==> src/rtl/branch_resolve.sv <==
// Decode-stage branch resolution: evaluates condition codes against stored flags,
// stalls across flag hazards, and issues a registered redirect/flush pulse to fetch.
module branch_resolve #(
    parameter int PC_W  = 16,
    parameter int CNT_W = 16
) (
    input  logic             clk,
    input  logic             rst,
    input  logic [2:0]       flags,
    input  logic             flag_wr_pending,
    input  logic             br_valid,
    input  logic             br_reg,
    input  logic [2:0]       cond,
    input  logic [PC_W-1:0]  pc_plus2,
    input  logic [8:0]       imm9,
    input  logic [PC_W-1:0]  rs_val,
    output logic             stall,
    output logic             redirect,
    output logic [PC_W-1:0]  redirect_pc,
    output logic             flush,
    output logic [CNT_W-1:0] taken_cnt
);

    typedef enum logic [1:0] {
        IDLE  = 2'd0,
        WAIT  = 2'd1,
        REDIR = 2'd2
    } state_t;

    state_t state, next_state;

    logic flag_z, flag_v, flag_n;
    logic taken;
    logic resolvable;
    logic stall_c;
    logic load_target;
    logic [PC_W-1:0] offset;
    logic [PC_W-1:0] target;

    assign flag_z = flags[0];
    assign flag_v = flags[1];
    assign flag_n = flags[2];

    // NOTE: every signal written in always_comb gets a default first so no latch is inferred.
    always_comb begin
        taken = 1'b0;
        case (cond)
            3'b000: taken = ~flag_z;
            3'b001: taken = flag_z;
            3'b010: taken = ~flag_z & ~flag_n;
            3'b011: taken = flag_n;
            3'b100: taken = flag_z | (~flag_z & ~flag_n);
            3'b101: taken = flag_n | flag_z;
            3'b110: taken = flag_v;
            3'b111: taken = 1'b1;
            default: taken = 1'b0;
        endcase
    end

    // The unconditional branch does not depend on flags, so an in-flight flag write cannot delay it.
    assign resolvable = (cond == 3'b111) || !flag_wr_pending;

    assign offset = {{(PC_W-9){imm9[8]}}, imm9} << 1;
    assign target = br_reg ? rs_val : (pc_plus2 + offset);

    always_comb begin
        next_state  = state;
        stall_c     = 1'b0;
        load_target = 1'b0;
        case (state)
            IDLE, WAIT: begin
                next_state = IDLE;
                if (br_valid) begin
                    if (!resolvable) begin
                        next_state = WAIT;
                        stall_c    = 1'b1;
                    end else if (taken) begin
                        next_state  = REDIR;
                        stall_c     = 1'b1;
                        load_target = 1'b1;
                    end
                end
            end
            REDIR: next_state = IDLE;
            default: next_state = IDLE;
        endcase
    end

    // NOTE: sequential state uses non-blocking assignments so all flops update together at the edge.
    always_ff @(posedge clk or negedge rst) begin
        if (!rst) begin
            state       <= IDLE;
            redirect_pc <= '0;
            taken_cnt   <= '0;
        end else begin
            state <= next_state;
            if (load_target) begin
                redirect_pc <= target;
            end
            if (state == REDIR) begin
                taken_cnt <= taken_cnt + CNT_W'(1);
            end
        end
    end

    // stall is combinational, so it is gated with reset to stay low while reset is held.
    assign stall    = rst & stall_c;
    assign redirect = (state == REDIR);
    assign flush    = redirect;

endmodule

==> config.mk <==
export PLATFORM = sky130hd
export DESIGN_NAME = branch_resolve
export DESIGN_NICKNAME = d
export VERILOG_FILES = /design/src/rtl/branch_resolve.sv
export SDC_FILE = /design/constraint.sdc
export NUM_CORES = 1
export LEC_CHECK = 0
export ABC_AREA = 1
export BUFFER_PORTS_ARGS = -buffer_cell sky130_fd_sc_hd__buf_4
export CAP_MARGIN = 20
export CORE_MARGIN = 8
export CORE_UTILIZATION = 50
export CTS_CLUSTER_SIZE = 8
export DETAILED_ROUTE_END_ITERATION = 16
export PLACE_DENSITY = 0.87
export SKIP_LAST_GASP = 1
export SLEW_MARGIN = 20
export SYNTH_ARGS = -nofsm -noshare
export SYNTH_HDL_FRONTEND = slang
export SYNTH_SLANG_ARGS = --single-unit
==> constraint.sdc <==
create_clock -name clk -period 2.9 [get_ports clk]
set_clock_uncertainty 0.2 [all_clocks]
set_input_delay 0.145 -clock clk [delete_from_list [all_inputs] [get_ports clk]]
set_output_delay 0.145 -clock clk [all_outputs]
set_load 0.01 [all_outputs]
Word level (Yosys, flattened, before mapping) --
Index checks and enable logic that the tools add are counted.
Word-level totals: word-level logic and storage cells 38, input port bits 52, output and inout port bits 35, register bits 34
Cells by class: equal/unequal tests 9, add/sub/neg operators 2, bitwise gates (word level) 6, reduce and logical (&&, ||, !) cells 5, multiplexer cells 13
Operator list (count):
- 16-bit by 1-bit adder with 16-bit output, second input constant | 1
- 16-bit adder | 1
- 16-bit 2-to-1 mux | 1
- 3-bit equality test, second input constant | 4
- 2-bit 2-to-1 mux | 4
- 1-bit case mux with 8 select lines | 1
- 1-bit 2-to-1 mux | 7
- 3-bit by 2-bit equality test with 1-bit output, second input constant | 2
- 3-bit by 1-bit equality test with 1-bit output, second input constant | 1
- 3-bit logical NOT | 1
- 1-bit bitwise AND | 2
- 2-bit by 1-bit equality test with 1-bit output, second input constant | 1
- 2-bit equality test, second input constant | 1
- 2-bit logical NOT | 1
- 1-bit NOT | 2
- 1-bit OR | 2
- 2-bit OR reduction | 1
- 1-bit logical NOT | 1
- 1-bit logical OR | 1

Logic depth before layout (Yosys ltp) --
Gate-level depths: netlist of the first run.
depth after elaboration 9, gate-level depth with buffers 13

Worst setup path before layout of the first run --
OpenSTA, ideal clock, no wires.
path kind input port to flip-flop, start point in pc_plus2[1], end point reg redirect_pc[9], setup slack 1.203 ns, arrival 1.381 ns, setup time 0.116 ns, stages 13, required time 2.584 ns, path buffers 0, cell sequence ha_1 -> inv_1 -> fa_1 -> inv_1 -> nand3_1 -> nand3_1 -> nand2_1 -> nand2_1 -> nand2_1 -> nand3_1 -> nand2_1 -> nand2_1 -> nand2_1
On the way: word-level cells in the longest chain between the ends 2
RTL lines:
- start, declared | line 14 | input logic [PC_W-1:0] pc_plus2,
- 16-bit adder | line 64 | assign target = br_reg ? rs_val : (pc_plus2 + offset);
- 16-bit 2-to-1 mux | line 64
- end signal, assigned | line 98 | redirect_pc <= target;
- end, declared | line 19 | output logic [PC_W-1:0] redirect_pc,
Every way passes these cells. A chain may end at the register's enable or synchronous reset.

Final worst setup path of the first run --
start point in rst, end point out stall
On the way: word-level cells in the longest chain between the ends 1
RTL lines:
- start, declared | line 8 | input logic rst,
- 1-bit bitwise AND | line 107 | assign stall = rst & stall_c;
- end, declared | line 17 | output logic stall,
Every way passes these cells.

==> results of run 1 <==
through the flow:
stage / power (mW) / setup slack (ns) / hold WS, ns / util (%)
after floorplan: 0.976 / 1.20 / -0.351 / -
after global placement: 1.25 / 0.920 / -0.0890 / 65.2
after detailed placement: 1.28 / 0.858 / -0.0864 / 65.2
after CTS: 1.63 / 1.09 / 0.0210 / 70.5
after global routing: 1.73 / 0.955 / 0.0477 / 70.5
final: 1.62 / 1.11 / 0.0333 / 70.6
Yosys cell counts (all sizes together):
| master | instances | share of area (%) |
|---|---|---|
| inv | 53 | 7.6 |
| ha | 15 | 7.2 |
| xor2 | 11 | 3.7 |
| nand2 | 156 | 23 |
| clkbuf | 3 | 0.43 |
| buf | 3 | 1.1 |
| nor2 | 34 | 5.5 |
| xnor2 | 7 | 2.3 |
| nor3 | 2 | 1.0 |
| o21ai | 10 | 2.1 |
| mux2i | 1 | 0.38 |
| dfrtp | 34 | 33 |
| a21oi | 8 | 1.5 |
| and2 | 2 | 0.48 |
| or2 | 2 | 0.48 |
| fa | 1 | 0.76 |
| nand3 | 36 | 7.6 |
| nand3b | 3 | 1.0 |
| nand4 | 7 | 1.7 |
layout make-up:
| type | instances | area (µm²) | area share [%] |
|---|---|---|---|
| multi-input cells | 295 | 1530 | 42.6 |
| flip-flops and latches | 34 | 851 | 23.8 |
| repair buffers | 105 | 836 | 23.3 |
| inverters | 53 | 199 | 5.56 |
| well taps | 70 | 87.6 | 2.45 |
| clock buffers | 5 | 68.8 | 1.92 |
| clock inverters | 2 | 10.0 | 0.280 |
| diodes | 1 | 2.50 | 0.0699 |
power by group through the flow:
stage / combinational, mW / sequential (mW) / clock [mW]
2_1_floorplan: 0.294 / 0.682 / 0
3_3_place_gp: 0.603 / 0.647 / 0
3_5_place_dp: 0.624 / 0.652 / 0
4_1_cts: 0.649 / 0.644 / 0.335
5_1_grt: 0.721 / 0.657 / 0.355
6_report: 0.647 / 0.646 / 0.329
registers in the layout, summed over array words and instances (netlist names):
name and count:
taken_cnt 16, state 2, redirect_pc 16
worst max-delay path by stage:
stage           startpoint                         end  cells after the start
2_1_floorplan  pc_plus2[1]  redirect_pc[9]$_DFFE_PN0P_                     13
3_3_place_gp   pc_plus2[1]  redirect_pc[9]$_DFFE_PN0P_                     14
3_5_place_dp   pc_plus2[1]  redirect_pc[9]$_DFFE_PN0P_                     14
4_1_cts                rst                       stall                      5
5_1_grt                rst                       stall                      5
6_report               rst                       stall                      5
repair_timing:
| item | 4_1_cts | 5_1_grt |
|---|---|---|
| gates resized for setup | 0 | 0 |
| endpoints found under the setup margin | 0 | 0 |
| hold endpoints to repair | 50 | 0 |
| hold buffers | 19 | 0 |
cell families (layout without fill, tap and decap cells):
family,after synthesis,in the layout,synth area share [%]
multiplexers,1,1,0.382
flip-flops,34,34,32.5
XOR/XNOR,18,18,6.02
other,0,1,0
AND/OR/NAND/NOR,242,242,40.4
AO/OA/AOI/OAI,18,18,3.59
buffers and inverters,59,165,9.18
adder cells (fa/ha/maj),16,16,7.94
cell usage in the layout, fill, tap and decap left out, drive strengths merged:
cell | Yosys | final
a21oi | 8 | 8
and2 | 2 | 2
buf | 3 | 86
clkbuf | 3 | 5
clkinv | 0 | 2
dfrtp | 34 | 34
diode | 0 | 1
dlygate4sd3 | 0 | 19
fa | 1 | 1
ha | 15 | 15
inv | 53 | 53
mux2i | 1 | 1
nand2 | 156 | 156
nand3 | 36 | 36
nand3b | 3 | 3
nand4 | 7 | 7
nor2 | 34 | 34
nor3 | 2 | 2
o21ai | 10 | 10
or2 | 2 | 2
xnor2 | 7 | 7
xor2 | 11 | 11
critical path, delay by kind of cell:
| family | cells | cell delay [ns] |
|---|---|---|
| AO/OA/AOI/OAI | 1 | 0.12 |
| buffers and inverters | 3 | 1.06 |
| AND/OR/NAND/NOR | 1 | 0.10 |
layer usage:
| layer | vias up | global-route usage [%] |
|---|---|---|
| met1 | 1309 | 21.8 |
| met4 | 0 | 9.83 |
| met2 | 98 | 35.0 |
| met5 | - | 0 |
| met3 | 19 | 4.09 |
| li1 | 1416 | - |
==> results.yml, run 1 <==
cells_and_area:
  final_net_count: 562
  finish.instance_area_um2: 3580
  stdcell_count: 565
  fill_cell_count: 411
  area_growth_syn_to_layout_pct: 36.8
  post_route_cells_drive_above_1_share_pct: 21.9
clock_tree:
  cts.clk_slew.worst_paths_ns: 0.07
  tritoncts: "built"
  cts_root_buf: "clkbuf_8"
  postCtsSetupRepairBufs: 0
  clock_latency_of_the_later_clocked_register_in_the_worst_skew_pair_ns: 0.29
  htree_num_levels: 2
  clock-sinks: 34
  largest_buffer_count_on_any_clock_path: 2
  tritoncts.num_buffers: 5
pwr:
  power_leakage_nw: 2.10
  p_int_mw: 1.03
  vdd.ir_drop.worst_mv: 0.315
  p_sw_mw: 0.586
  power.share.switching_pct: 36.2
  clock_power_share_pct: 20.3
  power-per-cell-area_nw_per_um2: 453
  power.share.sequential_pct: 39.8
  power_frac_comb_pct: 39.9
logic_synthesis:
  syn_avg_cell_area_um2: 6.75
  synth-seq-cells: 34
  post_synth_inst_count: 388
  postSynthNetCount: 456
  post_synthesis_cell_area_um2: 2620
  synth_cell_type_count: 31
  synth-seq-area-share_pct: 32.5
  synth_warnings: 0
critical_path:
  rr_worst_depth: 8
  timing.rr.start: "state[0]$_DFF_PN0_"
  timing.critical_path.fanout_max: 35
  ff2ff_setup_slack_ns: 1.19
  crit_path_end_kind: "output pin"
  critPathRequiredTime_ns: 2.56
  delay_of_the_slowest_cell_on_the_worst_path_ns: 0.53
  crit_slowest_cell: "dlygate4sd3_1"
  regToRegEndpoint: "taken_cnt[13]$_DFFE_PN0P_"
  critPathArrivalTime_ns: 1.44
  timing.critical_path.from_type: "input pin"
  crit_type: "input pin to output pin"
  critPathMostFrequentCell: "buf_4"
  path_cells: "dlygate4sd3_1, buf_4, nand2_1, a21oi_1, buf_4"
routing:
  detailroute.wirelength.met3_um: 485
  detailroute.via_count: 2842
  wl_met1_um: 3090
  met2_wire_length_um: 3660
  drcViolationCount: 0
  dr.pass1.iters: 4
  topRoutingLayerUsed: "met4"
  post_drt_wl_per_cell_um: 13.2
  detailedRoute.firstIterationViolations: 108
  route.detailed.vias_per_inst: 5.03
  ant_nets: 0
  drt-total-wl_um: 7460
global_route:
  grt_pass1_wl_um: 12200
  grt_pass1_vias: 2868
  globalRouteOverflowTotal: 0
  grt_use_total_pct: 19.7
  largest_net_degree_at_the_start_of_global_routing: 36
  grt_antenna_before_repair: 0
run_status:
  status: "complete, no violations"
hold_path:
  worst_hold_startpoint: "flag_wr_pending"
  min_delay_worst_endpoint: "state[1]$_DFF_PN0_"
  hp-class: "input pin to flip-flop"
  whs_path_depth: 4
timing:
  final-setup-viol-count: 0
  post-route-period-util_pct: 61.6
  timing.final.crit_period_ns: 1.79
  max-slew-margin-rel_pct: 58.1
  worstMarginPinSlew_ns: 0.628
  timing.final.hold_violations: 0
  setup_repair_after_global_routing_missed_its_margin: "false"
  tns_ns: 0
  finalMaxSlewViolations: 0
  timing.fmax_ghz: 0.560
placement:
  place_hpwl_um: 5850
  gp_routability_congestion: 0.944
  buffer_ports.inserted: 86
  placed_cells: 538
  dpl-instance-area_um2: 3310
floorplanning:
  initial_standard_cell_utilization_of_the_core_pct: 51.6
  floorplan.io_pins: 87
  die_area_um2: 7810
  core_area_um2: 5070
  die_ht_um: 88.4
  rows: 26
  die-width_um: 88.4
flow_run:
  maxCapViolCount: 0
No activity file was read; power rests on OpenSTA's default activity.
==> run 2, diff against run 1 <==
==> constraint.sdc (replaced) <==
create_clock -name clk -period 1.7 [get_ports clk]
set_clock_uncertainty 0.2 [all_clocks]
set_input_delay 0.085 -clock clk [delete_from_list [all_inputs] [get_ports clk]]
set_output_delay 0.085 -clock clk [all_outputs]
set_load 0.01 [all_outputs]
==> run 2 against run 1 <==
Sequential cell count unchanged; highest routed layer unchanged; final area rose by 6.3%; count of clock-buffer cells in the layout rose by 2; via count grew 4.3%; non-clock buffer count grew 20; hold slack got worse by 0.0034 ns; die area unchanged; sequential power rose by 70%; worst setup slack worse by 1.1 ns; cell count increased by 3.7%.
==> results.yml, run 2 (synthesis results as in run 1) <==
run_status:
  status: "complete, no violations"
placement:
  buffer_ports.inserted: 86
  placed_cells: 553
  place_hpwl_um: 5900
  preCtsSetupSlack_ns: -0.123
  gp_routability_congestion: 0.946
routing:
  detailroute.via_count: 2964
  dr.pass1.iters: 5
  post_drt_wl_per_cell_um: 14.0
  detailedRoute.firstIterationViolations: 177
  route.detailed.vias_per_inst: 5.06
  ant_nets: 0
  drt-total-wl_um: 8210
  drcViolationCount: 0
cells_and_area:
  diodes: 0
  biggest_registers_after_layout: "redirect_pc (16), taken_cnt (16), state (2)"
  post_route_cells_drive_above_1_share_pct: 26.6
  most_common_cell_after_layout_fill_and_taps_aside: "nand2_1"
  final_core_utilization_pct: 75.0
  layout_common_cells: "nand2_1, buf_4, inv_1"
  multiInputGateArea_um2: 1590
  register_area_um2: 851
  final_net_count: 583
  fill_cell_count: 369
  stdcell_count: 586
  area_growth_syn_to_layout_pct: 45.5
timing:
  final-setup-viol-count: 0
  timing.fmax_ghz: 0.604
  finalMaxSlewViolations: 0
  timing.final.hold_violations: 0
  final.setup.worst_slack_ns: 0.0432
  max-slew-margin-rel_pct: 58.5
  post-route-period-util_pct: 97.5
  setup_repair_after_global_routing_missed_its_margin: "true"
  tns_ns: 0
  worstMarginPinSlew_ns: 0.622
  timing.final.crit_period_ns: 1.66
critical_path:
  critPathArrivalTime_ns: 1.66
  timing.critical_path.fanout_max: 4
  path_cells: "ha_1, nand2_2, nor3_4, nand4_1, nor2_2, xor2_1"
  delay_of_the_slowest_cell_on_the_worst_path_ns: 0.40
  crit_path_end_kind: "flip-flop"
  timing.critical_path.from_type: "flip-flop"
  critPathRequiredTime_ns: 1.71
  crit_slowest_cell: "dfrtp_1"
  crit_type: "flip-flop to flip-flop"
clock_tree:
  tritoncts.num_buffers: 5
  clock_latency_of_the_later_clocked_register_in_the_worst_skew_pair_ns: 0.28
  cts_root_buf: "clkbuf_8"
  htree_num_levels: 2
  cts.clk_slew.worst_paths_ns: 0.07
  clock-sinks: 34
  largest_buffer_count_on_any_clock_path: 2
  tritoncts: "built"
flow_run:
  maxCapViolCount: 0
pwr:
  p_sw_mw: 1.03
  power.share.switching_pct: 35.7
  power_leakage_nw: 2.24
  power_frac_comb_pct: 40.9
  vdd.ir_drop.worst_mv: 0.420
  clock_power_share_pct: 21.1
  power.share.sequential_pct: 37.9
  overall_power_mw: 2.90
  p_int_mw: 1.86
  power-per-cell-area_nw_per_um2: 761
global_route:
  globalRouteOverflowTotal: 0
  grt_use_total_pct: 21.1
  largest_net_degree_at_the_start_of_global_routing: 35
  grt_pass1_vias: 2894
  grt_antenna_before_repair: 0
  grt_pass1_wl_um: 13100
floorplanning:
  rows: 26
  die_ht_um: 88.4
  floorplan.io_pins: 87
  die-width_um: 88.4
  initial_standard_cell_utilization_of_the_core_pct: 51.6
  die_area_um2: 7810
  core_area_um2: 5070
hold_path:
  hp-class: "input pin to flip-flop"
-- run 2: what timing repair did --
action,CTS,global route
endpoints found under the hold margin,52,0
endpoints found under the setup margin,0,8
buffers inserted,0,3
hold buffers,21,0
gates resized for setup,0,15
-- run 2: path summary, 6_finish.rpt --
check | cells after the start | start | to | slack, ns
worst max-delay path | 6 | taken_cnt[1]$_DFFE_PN0P_ | taken_cnt[14]$_DFFE_PN0P_ | 0.04
worst min-delay path | 6 | pc_plus2[15] | redirect_pc[15]$_DFFE_PN0P_ | 0.03
worst max register to register | 6 | taken_cnt[1]$_DFFE_PN0P_ | taken_cnt[14]$_DFFE_PN0P_ | 0.04
worst min register to register | 1 | taken_cnt[15]$_DFFE_PN0P_ | taken_cnt[15]$_DFFE_PN0P_ | 0.28
max in group asynchronous | 3 | rst | taken_cnt[11]$_DFFE_PN0P_ | 0.81
min in group asynchronous | 3 | rst | state[0]$_DFF_PN0_ | 0.18
-- run 2: worst max-delay path, delay by kind of cell (launching register included) --
kind	cells	cell delay [ns]
DFF	1	0.40
xor gates and xnor gates	1	0.17
adders and majority gates	1	0.18
and+or+nand+nor	4	0.62
-- run 2: cell type report --
| cell class | count | share of cell area [%] |
|---|---|---|
| multi-input combinational | 296 | 41.7 |
| timing repair buffer | 125 | 26.0 |
| sequential | 34 | 22.3 |
| inverter | 53 | 5.23 |
| tap | 70 | 2.30 |
| clock buffer | 7 | 2.27 |
| clock inverter | 1 | 0.131 |
-- run 2: through the flow --
step	instance area [µm²]	hold slack [ns]
2_1_floorplan	2620	-0.411
6_report	3810	0.0299
4_1_cts	3720	0.0354
5_1_grt	3810	0.0657
3_3_place_gp	3420	-0.0542
3_5_place_dp	3420	-0.0507
-- run 2: routing by layer --
metal  vias up  part of all wire [%]  global-route usage [%]
met1      1371                    41                    23.7
li1       1461                     -                       -
met5         -                     0                       0
met3        13                   6.5                    4.64
met2       119                    51                    38.3
met4         0                   1.5                    6.76
-- run 2: power groups by stage --
stage	clock (mW)	combinational (mW)	sequential (mW)
2_1_floorplan	0	0.501	1.16
3_3_place_gp	0	1.07	1.10
3_5_place_dp	0	1.11	1.11
4_1_cts	0.609	1.16	1.09
5_1_grt	0.642	1.31	1.12
6_report	0.612	1.18	1.10
==> run 3, diff against run 2 <==
--- a/config.mk
+++ b/config.mk
@@ -13,6 +13,7 @@
 export CTS_CLUSTER_SIZE = 8
 export DETAILED_ROUTE_END_ITERATION = 16
 export PLACE_DENSITY = 0.87
+export RECOVER_POWER = 25
 export SKIP_LAST_GASP = 1
 export SLEW_MARGIN = 20
 export SYNTH_ARGS = -nofsm -noshare
==> run 3 against run 2 <==
Sequential cell count is the same; count of clock-buffer cells in the layout unchanged; maximum frequency shrank 0.34%; wire length decreased by 0.43%; non-clock buffer count unchanged; hold slack gained 0.0022 ns; die area unchanged; sequential power about the same; global-route usage unchanged; sequential share of layout area barely moved; clock power is 0.7% lower; core utilization is essentially flat; critical path type unchanged; largest cell class unchanged; highest routed layer unchanged.
==> results.yml, run 3 (synthesis results as in run 1) <==
run_status:
  status: "complete, no violations"
cells_and_area:
  area_growth_syn_to_layout_pct: 45.4
  register_area_um2: 851
  stdcell_count: 586
  biggest_registers_after_layout: "redirect_pc (16), taken_cnt (16), state (2)"
  most_common_cell_after_layout_fill_and_taps_aside: "nand2_1"
  diodes: 0
  multiInputGateArea_um2: 1590
  final_core_utilization_pct: 75.0
  fill_cell_count: 370
  final_net_count: 583
  layout_common_cells: "nand2_1, buf_4, inv_1"
  post_route_cells_drive_above_1_share_pct: 26.6
clock_tree:
  clock_latency_of_the_later_clocked_register_in_the_worst_skew_pair_ns: 0.28
  tritoncts: "built"
  cts.clk_slew.worst_paths_ns: 0.07
  cts_root_buf: "clkbuf_8"
  tritoncts.num_buffers: 5
  clock-sinks: 34
  largest_buffer_count_on_any_clock_path: 2
  htree_num_levels: 2
timing:
  fin_worst_hold_slack_ns: 0.0321
  finalMaxSlewViolations: 0
  setup_repair_after_global_routing_missed_its_margin: "true"
  final-setup-viol-count: 0
  worstMarginPinSlew_ns: 0.838
  timing.final.hold_violations: 0
  post-route-period-util_pct: 97.8
  timing.final.crit_period_ns: 1.66
  max-slew-margin-rel_pct: 44.1
  timing.fmax_ghz: 0.602
  tns_ns: 0
routing:
  detailedRoute.firstIterationViolations: 159
  post_drt_wl_per_cell_um: 13.9
  ant_nets: 0
  drt-total-wl_um: 8170
  detailroute.via_count: 2970
  drcViolationCount: 0
  dr.pass1.iters: 5
  route.detailed.vias_per_inst: 5.07
global_route:
  largest_net_degree_at_the_start_of_global_routing: 35
  grt_antenna_before_repair: 0
  grt_use_total_pct: 21.1
  grt_pass1_wl_um: 13100
  globalRouteOverflowTotal: 0
  grt_pass1_vias: 2894
pwr:
  power-per-cell-area_nw_per_um2: 759
  vdd.ir_drop.worst_mv: 0.420
  overall_power_mw: 2.89
  power_leakage_nw: 2.24
floorplanning:
  die_ht_um: 88.4
  die_area_um2: 7810
  die-width_um: 88.4
  initial_standard_cell_utilization_of_the_core_pct: 51.6
  rows: 26
  core_area_um2: 5070
  floorplan.io_pins: 87
critical_path:
  crit_type: "flip-flop to flip-flop"
  critPathArrivalTime_ns: 1.66
  path_cells: "ha_1, nand2_2, nor3_4, nand4_1, nor2_2, xor2_1"
  delay_of_the_slowest_cell_on_the_worst_path_ns: 0.40
  timing.critical_path.fanout_max: 4
  timing.critical_path.from_type: "flip-flop"
  timing.rr.start: "taken_cnt[1]$_DFFE_PN0P_"
  worst_path_dominant_cell_family: "simple AND/OR/NAND/NOR gates"
  worst-path-stages: 6
  rr_worst_depth: 6
  critPathRequiredTime_ns: 1.70
  crit_path_end_kind: "flip-flop"
  startpoint: "taken_cnt[1]$_DFFE_PN0P_"
  crit_end: "taken_cnt[14]$_DFFE_PN0P_"
  crit_slowest_cell: "dfrtp_1"
  timing.critical_path.buf_inv: 0
  ff2ff_setup_slack_ns: 0.04
  regToRegEndpoint: "taken_cnt[14]$_DFFE_PN0P_"
hold_path:
  hp-class: "input pin to flip-flop"
placement:
  gp_routability_congestion: 0.946
  placed_cells: 553
  place_hpwl_um: 5900
  buffer_ports.inserted: 86
flow_run:
  maxCapViolCount: 0
## run 3: cell count changes in the layout (fill, tap and decap cells not counted)
cell,change
buf_4,-2
clkbuf_4,+1
clkbuf_2,+1
## run 3: area by class of cell
type                    instances  share of cell area, %
inverters                      53                   5.23
flip-flops and latches         34                   22.4
well taps                      70                   2.30
repair buffers                125                   26.0
clock buffers                   7                   2.27
clock inverters                 1                  0.132
multi-input cells             296                   41.7
## run 3: what timing repair did
item,CTS,global route
gates resized for setup,0,15
hold endpoints to repair,52,0
setup buffers,0,3
endpoints found under the setup margin,0,8
hold buffers,21,0
## run 3: stage by stage
step | setup slack [ns] | instance area [µm²]
detailed placement | -0.123 | 3420
finish | 0.0375 | 3800
CTS | 0.00381 | 3720
floorplan | 0.0628 | 2620
global route | -0.0402 | 3800
global placement | -0.0867 | 3420
## run 3: how the worst min path moves through the flow
stage | start | end | slack, ns | cells after the start
2_1_floorplan | rst | redirect_pc[0]$_DFFE_PN0P_ | -0.41 | 0
3_3_place_gp | rst | state[0]$_DFF_PN0_ | -0.05 | 2
3_5_place_dp | rst | taken_cnt[1]$_DFFE_PN0P_ | -0.05 | 2
4_1_cts | pc_plus2[15] | redirect_pc[15]$_DFFE_PN0P_ | 0.04 | 6
5_1_grt | pc_plus2[15] | redirect_pc[15]$_DFFE_PN0P_ | 0.07 | 6
6_report | pc_plus2[15] | redirect_pc[15]$_DFFE_PN0P_ | 0.03 | 6
## run 3: power by group
part	total [mW]	switching [mW]	leakage (nW)	internal, mW
Combinational	1.18	0.620	1.75	0.564
Sequential	1.10	0.129	0.444	0.969
Clock	0.608	0.281	0.0482	0.326
Total	2.89	1.03	2.24	1.86
## run 3: worst reg2reg max path, cell delays in order, from the launching register on
cell and delay [ns]:
dfrtp_1 0.40, ha_1 0.18, nand2_2 0.10, nor3_4 0.16
nand4_1 0.20, nor2_2 0.16, xor2_1 0.17
## run 3: per-layer routing
layer | track usage, % | routed length (µm) | vias to the layer above | part of all wire (%)
li1 | - | - | 1464 | -
met1 | 23.7 | 3340 | 1369 | 41
met2 | 38.3 | 4120 | 118 | 50
met3 | 4.64 | 539 | 19 | 6.6
met4 | 6.76 | 171 | 0 | 2.1
met5 | 0 | 0 | - | 0
